## src/rtl/calc_input_sequencer.sv

```systemverilog
// Front-end sequencer for the 4-bit calculator: gathers x, y and op from shared
// switches on ENTER presses, waits for the datapath to settle, then holds the result.
module calc_input_sequencer #(
  parameter int SYNC_STAGES   = 2,
  parameter int SETTLE_CYCLES = 2
) (
  input  logic       clk_i,
  input  logic       rst_ni,
  input  logic [3:0] data_in_i,
  input  logic [1:0] op_in_i,
  input  logic       enter_i,
  input  logic       clear_i,
  output logic [3:0] calc_x_o,
  output logic [3:0] calc_y_o,
  output logic [1:0] calc_op_sel_o,
  input  logic [7:0] calc_result_i,
  input  logic       calc_carry_i,
  input  logic       calc_ovf_i,
  output logic [7:0] result_q_o,
  output logic       carry_q_o,
  output logic       ovf_q_o,
  output logic       valid_o,
  output logic [2:0] state_q_o
);

  // state  | meaning
  // S_X    | waiting for ENTER to latch x
  // S_Y    | waiting for ENTER to latch y
  // S_OP   | waiting for ENTER to latch op_sel and start the settle timer
  // S_EXEC | settle timer running; capture result at terminal count
  // S_DONE | result held and valid until the next ENTER
  typedef enum logic [2:0] {
    S_X    = 3'd0,
    S_Y    = 3'd1,
    S_OP   = 3'd2,
    S_EXEC = 3'd3,
    S_DONE = 3'd4
  } state_e;

  localparam int CNT_W = (SETTLE_CYCLES > 1) ? $clog2(SETTLE_CYCLES) : 1;

  logic [SYNC_STAGES-1:0] enter_sync_q, clear_sync_q;
  logic                   enter_prev_q, clear_prev_q;
  logic                   enter_p_q, clear_p_q;

  state_e           state_q, state_d;
  logic [CNT_W-1:0] cnt_q, cnt_d;
  logic [3:0]       x_q, x_d, y_q, y_d;
  logic [1:0]       op_q, op_d;
  logic [7:0]       res_q, res_d;
  logic             carry_q, carry_d, ovf_q, ovf_d, valid_q, valid_d;

  // Pulses are registered so they arrive SYNC_STAGES+1 cycles after the raw edge.
  always_ff @(posedge clk_i or negedge rst_ni) begin
    if (!rst_ni) begin
      enter_sync_q <= '0;
      clear_sync_q <= '0;
      enter_prev_q <= 1'b0;
      clear_prev_q <= 1'b0;
      enter_p_q    <= 1'b0;
      clear_p_q    <= 1'b0;
    end else begin
      enter_sync_q <= {enter_sync_q[SYNC_STAGES-2:0], enter_i};
      clear_sync_q <= {clear_sync_q[SYNC_STAGES-2:0], clear_i};
      enter_prev_q <= enter_sync_q[SYNC_STAGES-1];
      clear_prev_q <= clear_sync_q[SYNC_STAGES-1];
      enter_p_q    <= enter_sync_q[SYNC_STAGES-1] & ~enter_prev_q;
      clear_p_q    <= clear_sync_q[SYNC_STAGES-1] & ~clear_prev_q;
    end
  end

  always_ff @(posedge clk_i or negedge rst_ni) begin
    if (!rst_ni) begin
      state_q <= S_X;
      cnt_q   <= '0;
      x_q     <= '0;
      y_q     <= '0;
      op_q    <= '0;
      res_q   <= '0;
      carry_q <= 1'b0;
      ovf_q   <= 1'b0;
      valid_q <= 1'b0;
    end else begin
      state_q <= state_d;
      cnt_q   <= cnt_d;
      x_q     <= x_d;
      y_q     <= y_d;
      op_q    <= op_d;
      res_q   <= res_d;
      carry_q <= carry_d;
      ovf_q   <= ovf_d;
      valid_q <= valid_d;
    end
  end

  always_comb begin
    state_d = state_q;
    cnt_d   = cnt_q;
    x_d     = x_q;
    y_d     = y_q;
    op_d    = op_q;
    res_d   = res_q;
    carry_d = carry_q;
    ovf_d   = ovf_q;
    valid_d = valid_q;
    if (clear_p_q) begin
      // clear outranks a simultaneous enter
      state_d = S_X;
      cnt_d   = '0;
      x_d     = '0;
      y_d     = '0;
      op_d    = '0;
      res_d   = '0;
      carry_d = 1'b0;
      ovf_d   = 1'b0;
      valid_d = 1'b0;
    end else begin
      case (state_q)
        S_X: if (enter_p_q) begin
          x_d     = data_in_i;
          state_d = S_Y;
        end
        S_Y: if (enter_p_q) begin
          y_d     = data_in_i;
          state_d = S_OP;
        end
        S_OP: if (enter_p_q) begin
          op_d    = op_in_i;
          cnt_d   = CNT_W'(SETTLE_CYCLES - 1);
          state_d = S_EXEC;
        end
        S_EXEC: begin
          if (cnt_q != '0) begin
            cnt_d = cnt_q - 1'b1;
          end else begin
            res_d   = calc_result_i;
            carry_d = calc_carry_i & ~op_q[1];
            ovf_d   = calc_ovf_i & ~op_q[1];
            valid_d = 1'b1;
            state_d = S_DONE;
          end
        end
        S_DONE: if (enter_p_q) begin
          valid_d = 1'b0;
          state_d = S_X;
        end
        default: state_d = S_X;
      endcase
    end
  end

  assign calc_x_o      = x_q;
  assign calc_y_o      = y_q;
  assign calc_op_sel_o = op_q;
  assign result_q_o    = res_q;
  assign carry_q_o     = carry_q;
  assign ovf_q_o       = ovf_q;
  assign valid_o       = valid_q;
  assign state_q_o     = state_q;

endmodule

```

## config.mk

```make
export PLATFORM = sky130hd
export DESIGN_NAME = calc_input_sequencer
export DESIGN_NICKNAME = d
export VERILOG_FILES = /design/src/rtl/calc_input_sequencer.sv
export SDC_FILE = /design/constraint.sdc
export NUM_CORES = 1
export LEC_CHECK = 0
export CORE_MARGIN = 5
export CORE_UTILIZATION = 40
export CTS_BUF_LIST = sky130_fd_sc_hd__clkbuf_8 sky130_fd_sc_hd__clkbuf_16
export DETAILED_ROUTE_END_ITERATION = 12
export DONT_BUFFER_PORTS = 1
export PLACE_DENSITY = 0.63
export SLEW_MARGIN = 20
export SYNTH_ARGS = -nofsm -noshare
export SYNTH_HDL_FRONTEND = slang
export SYNTH_SLANG_ARGS = --single-unit
```

## constraint.sdc

```tcl
create_clock -name clk_i -period 1.6 [get_ports clk_i]
set_clock_uncertainty 0.2 [all_clocks]
set_input_delay 0.32 -clock clk_i [delete_from_list [all_inputs] [get_ports clk_i]]
set_output_delay 0.32 -clock clk_i [all_outputs]
set_load 0.005 [all_outputs]
```

==> impl_results.md <==
- Status: finished, final reports clean
- Post-layout minimum cycle time: 1.51 ns
- YS warnings: 0
- Slew margin rel.: 65.0%
- RSZ-0062 raised after global routing: false
- Routed vias: 922
- # setup viols final: 0
- RR Startpoint: state_q_o[1]$_DFFE_PN0P_
- Die width: 67.9 µm
- Critical Path Slowest Stage Cell: dfrtp_1
- P_leak: 0.724 nW
- Avg Inst Size Synth: 11.5 µm²
- Total track usage: 14.5%
- Clk buf depth: 2
- Initial core utilization: 40.8%
- I/O Buffers: 0
- Post-route insts no fill: 186
- Synth Area in XOR/XNOR: 0%
- Core box area: 0.00328 mm²
- WHS Path Cells: 2
- Worst stage delay on the critical path: 0.53 ns
- Final Hold Viols: 0
- 1st-pass router iterations: 4
- Max-Cap Viols: 0
- Compound-Gate Fraction of Synth Area: 7.38%
- Vias in the first global route: 987
- Post-Synth Adder-Cell Area: 0%
- First-pass GRT wire length: 4.86 mm
- Syn_nets: 137
- Hpwl dp: 1.95 mm
- Largest net degree at the start of global routing: 34
- WP buf/inv: 1
- Vias per cell: 4.96
- Simple-gate share of the synthesized area: 18.7%
- Crit. End Element: primary output
- DRT iter0 DRCs: 27
- Die Ht: 67.9 µm
- Clock buffer count from CTS: 5
- Final Wtd Congestion: 0.814
- Commonest non-fill, non-tap cell in the layout: dfrtp_1
- Critical Path End: state_q_o[0]
- Netlist Area Pre-Place: 0.00134 mm²
- Global route overflow: 0
- Setup TNS: 0 ns
- Util after Layout: 50.9%
- Largest family of logic cells by synthesized area: simple AND/OR/NAND/NOR gates
- Cells after Synth: 117
- CP arrival: 0.99 ns
- RR Endpoint: calc_x_o[3]$_DFFE_PN0P_
- Share of the synthesized area in the top cell type: 61.6%
- Crit start category: register
- Place WS: 0.0315 ns
- Synth area leader: dfrtp_1
- Cell Rows: 21
- CP Depth: 1
- Slew @ Worst Pin: 0.526 ns
- Max Transition Viols Final: 0
- #FFs+latches synth: 33
- Clock root buffer: clkbuf_8
- Inserted Diodes: 0
- PnR worst setup slack: 0.0869 ns
- R2R setup slack: 0.09 ns
- Main area contributors after synthesis: dfrtp_1 62%, mux2i_1 7.5%, nand2_1 5.3%
- Placed Cells: 161
- Clock Sinks: 33
- Layout cells sized above 1: 15.0%
- Finished Cell Area: 0.00167 mm²
- Initial antenna violation count: 0
- Nets@finish: 161
- I/O Pins: 44
- Fmax: 0.661 GHz
- Maximum vdd drop: 0.613 mV
- Most frequent cells in the layout: 32 x dfrtp_1, 19 x nand2_1, 17 x dlygate4sd3_1
- R2R depth: 4
- Hold crit path type: input pin to register
- CP Max Fanout: 9
- Mux cell area share after synthesis: 7.47%
- Sequential fraction of the synthesis area: 61.6%
- Clk Latency, worst-skew pair: 0.27 ns
- P&R area growth vs syn: 24.8%
- WL/cell: 15.9 µm
- Post-synth cell types: 21
- Critical Path Source: state_q_o[0]$_DFFE_PN0P_
- WP data required: 1.08 ns
- H-tree depth: 2
- Antenna Nets Post-Route: 0
- CTS tree: built
- Post-place instance area: 0.00140 mm²
- Die ar.: 0.00461 mm²
- Residual DRC count: 0
- Crit path max-delay family: flip-flops
- Tcrit/Tclk final: 94.6%
- CTS clock-pin slew for the worst setup and hold paths: 0.06 ns
- Power Density: 1110 mW/mm²
- WS Path Type: register to primary output
- CP cell instances: buf_4
- WL final: 2.96 mm
[registers in the layout (all words and copies together) (netlist names)]
name,cells
enter_sync_q,2
calc_x_o,4
cnt_q,1
carry_q_o,1
clear_prev_q,1
enter_prev_q,1
state_q_o,3
enter_p_q,1
calc_y_o,4
clear_sync_q,2
ovf_q_o,1
valid_o,1
result_q_o,8
calc_op_sel_o,2
clear_p_q,1
[synth_stat cells]
cell / count
dfrtp_1: 33
nand2_1: 19
a21oi_1: 14
nor2_1: 12
mux2i_1: 10
nand3b_1: 4
and4bb_2: 3
clkbuf_1: 3
nor2b_1: 3
a211oi_1: 2
buf_2: 2
buf_6: 2
clkbuf_2: 2
a311oi_1: 1
buf_4: 1
inv_1: 1
nand2b_1: 1
nand4bb_1: 1
nor4_1: 1
nor4b_4: 1
o21ai_0: 1
[final cells by class]
type / count / area (µm²)
Inverter: 1 / 3.75
Sequential cell: 33 / 827
Tap cell: 46 / 57.6
Clock inverter: 1 / 5.00
Multi-Input combinational cell: 73 / 453
Clock buffer: 5 / 68.8
Fill cell: 283 / 1610
Timing Repair Buffer: 27 / 258
[power by group]
group / total, W / internal, W / switching [W] / leakage (nW)
clock: 0.000555 / 0.000285 / 0.000270 / 0.0399
sequential: 0.00103 / 0.000925 / 0.000103 / 0.435
combinational: 0.000277 / 0.000150 / 0.000127 / 0.249
[how the worst min path moves through the flow]
stage	from	endpoint	slack (ns)
after floorplan	rst_ni	calc_op_sel_o[0]$_DFFE_PN0P_	-0.18
after global placement	rst_ni	calc_y_o[0]$_DFFE_PN0P_	-0.17
after detailed placement	rst_ni	calc_y_o[0]$_DFFE_PN0P_	-0.17
after CTS	data_in_i[2]	calc_x_o[2]$_DFFE_PN0P_	0.004
after global routing	op_in_i[0]	calc_op_sel_o[0]$_DFFE_PN0P_	0.01
final	op_in_i[0]	calc_op_sel_o[0]$_DFFE_PN0P_	0.01
[per-stage QoR]
stage,total power [W],hold slack (ns)
6_report,0.00186,0.0123
5_1_grt,0.00197,0.0143
4_1_cts,0.00188,0.00418
3_5_place_dp,0.00126,-0.175
3_3_place_gp,0.00124,-0.175
2_1_floorplan,0.00119,-0.176
[timing repair]
item / CTS / global route
setup buffers: 0 / 1
hold buffers: 18 / 0
gates resized for setup: 0 / 2
endpoints found under the setup margin: 0 / 11
endpoints found under the hold margin: 51 / 0
[layer usage]
layer / wire, µm / GRT usage (%) / vias up
li1: - / - / 438
met1: 1170 / 17.6 / 456
met2: 1540 / 22.6 / 26
met3: 240 / 7.22 / 2
met4: 13 / 4.47 / 0
met5: 0 / 0 / -
[cells by family (layout without fill, tap and decap cells)]
group / after synthesis / in the layout
AO/OA/AOI/OAI: 18 / 18
multiplexers: 10 / 10
buffers and inverters: 11 / 34
AND/OR/NAND/NOR: 45 / 45
flip-flops: 33 / 33
(Power assumes the default switching activity.)
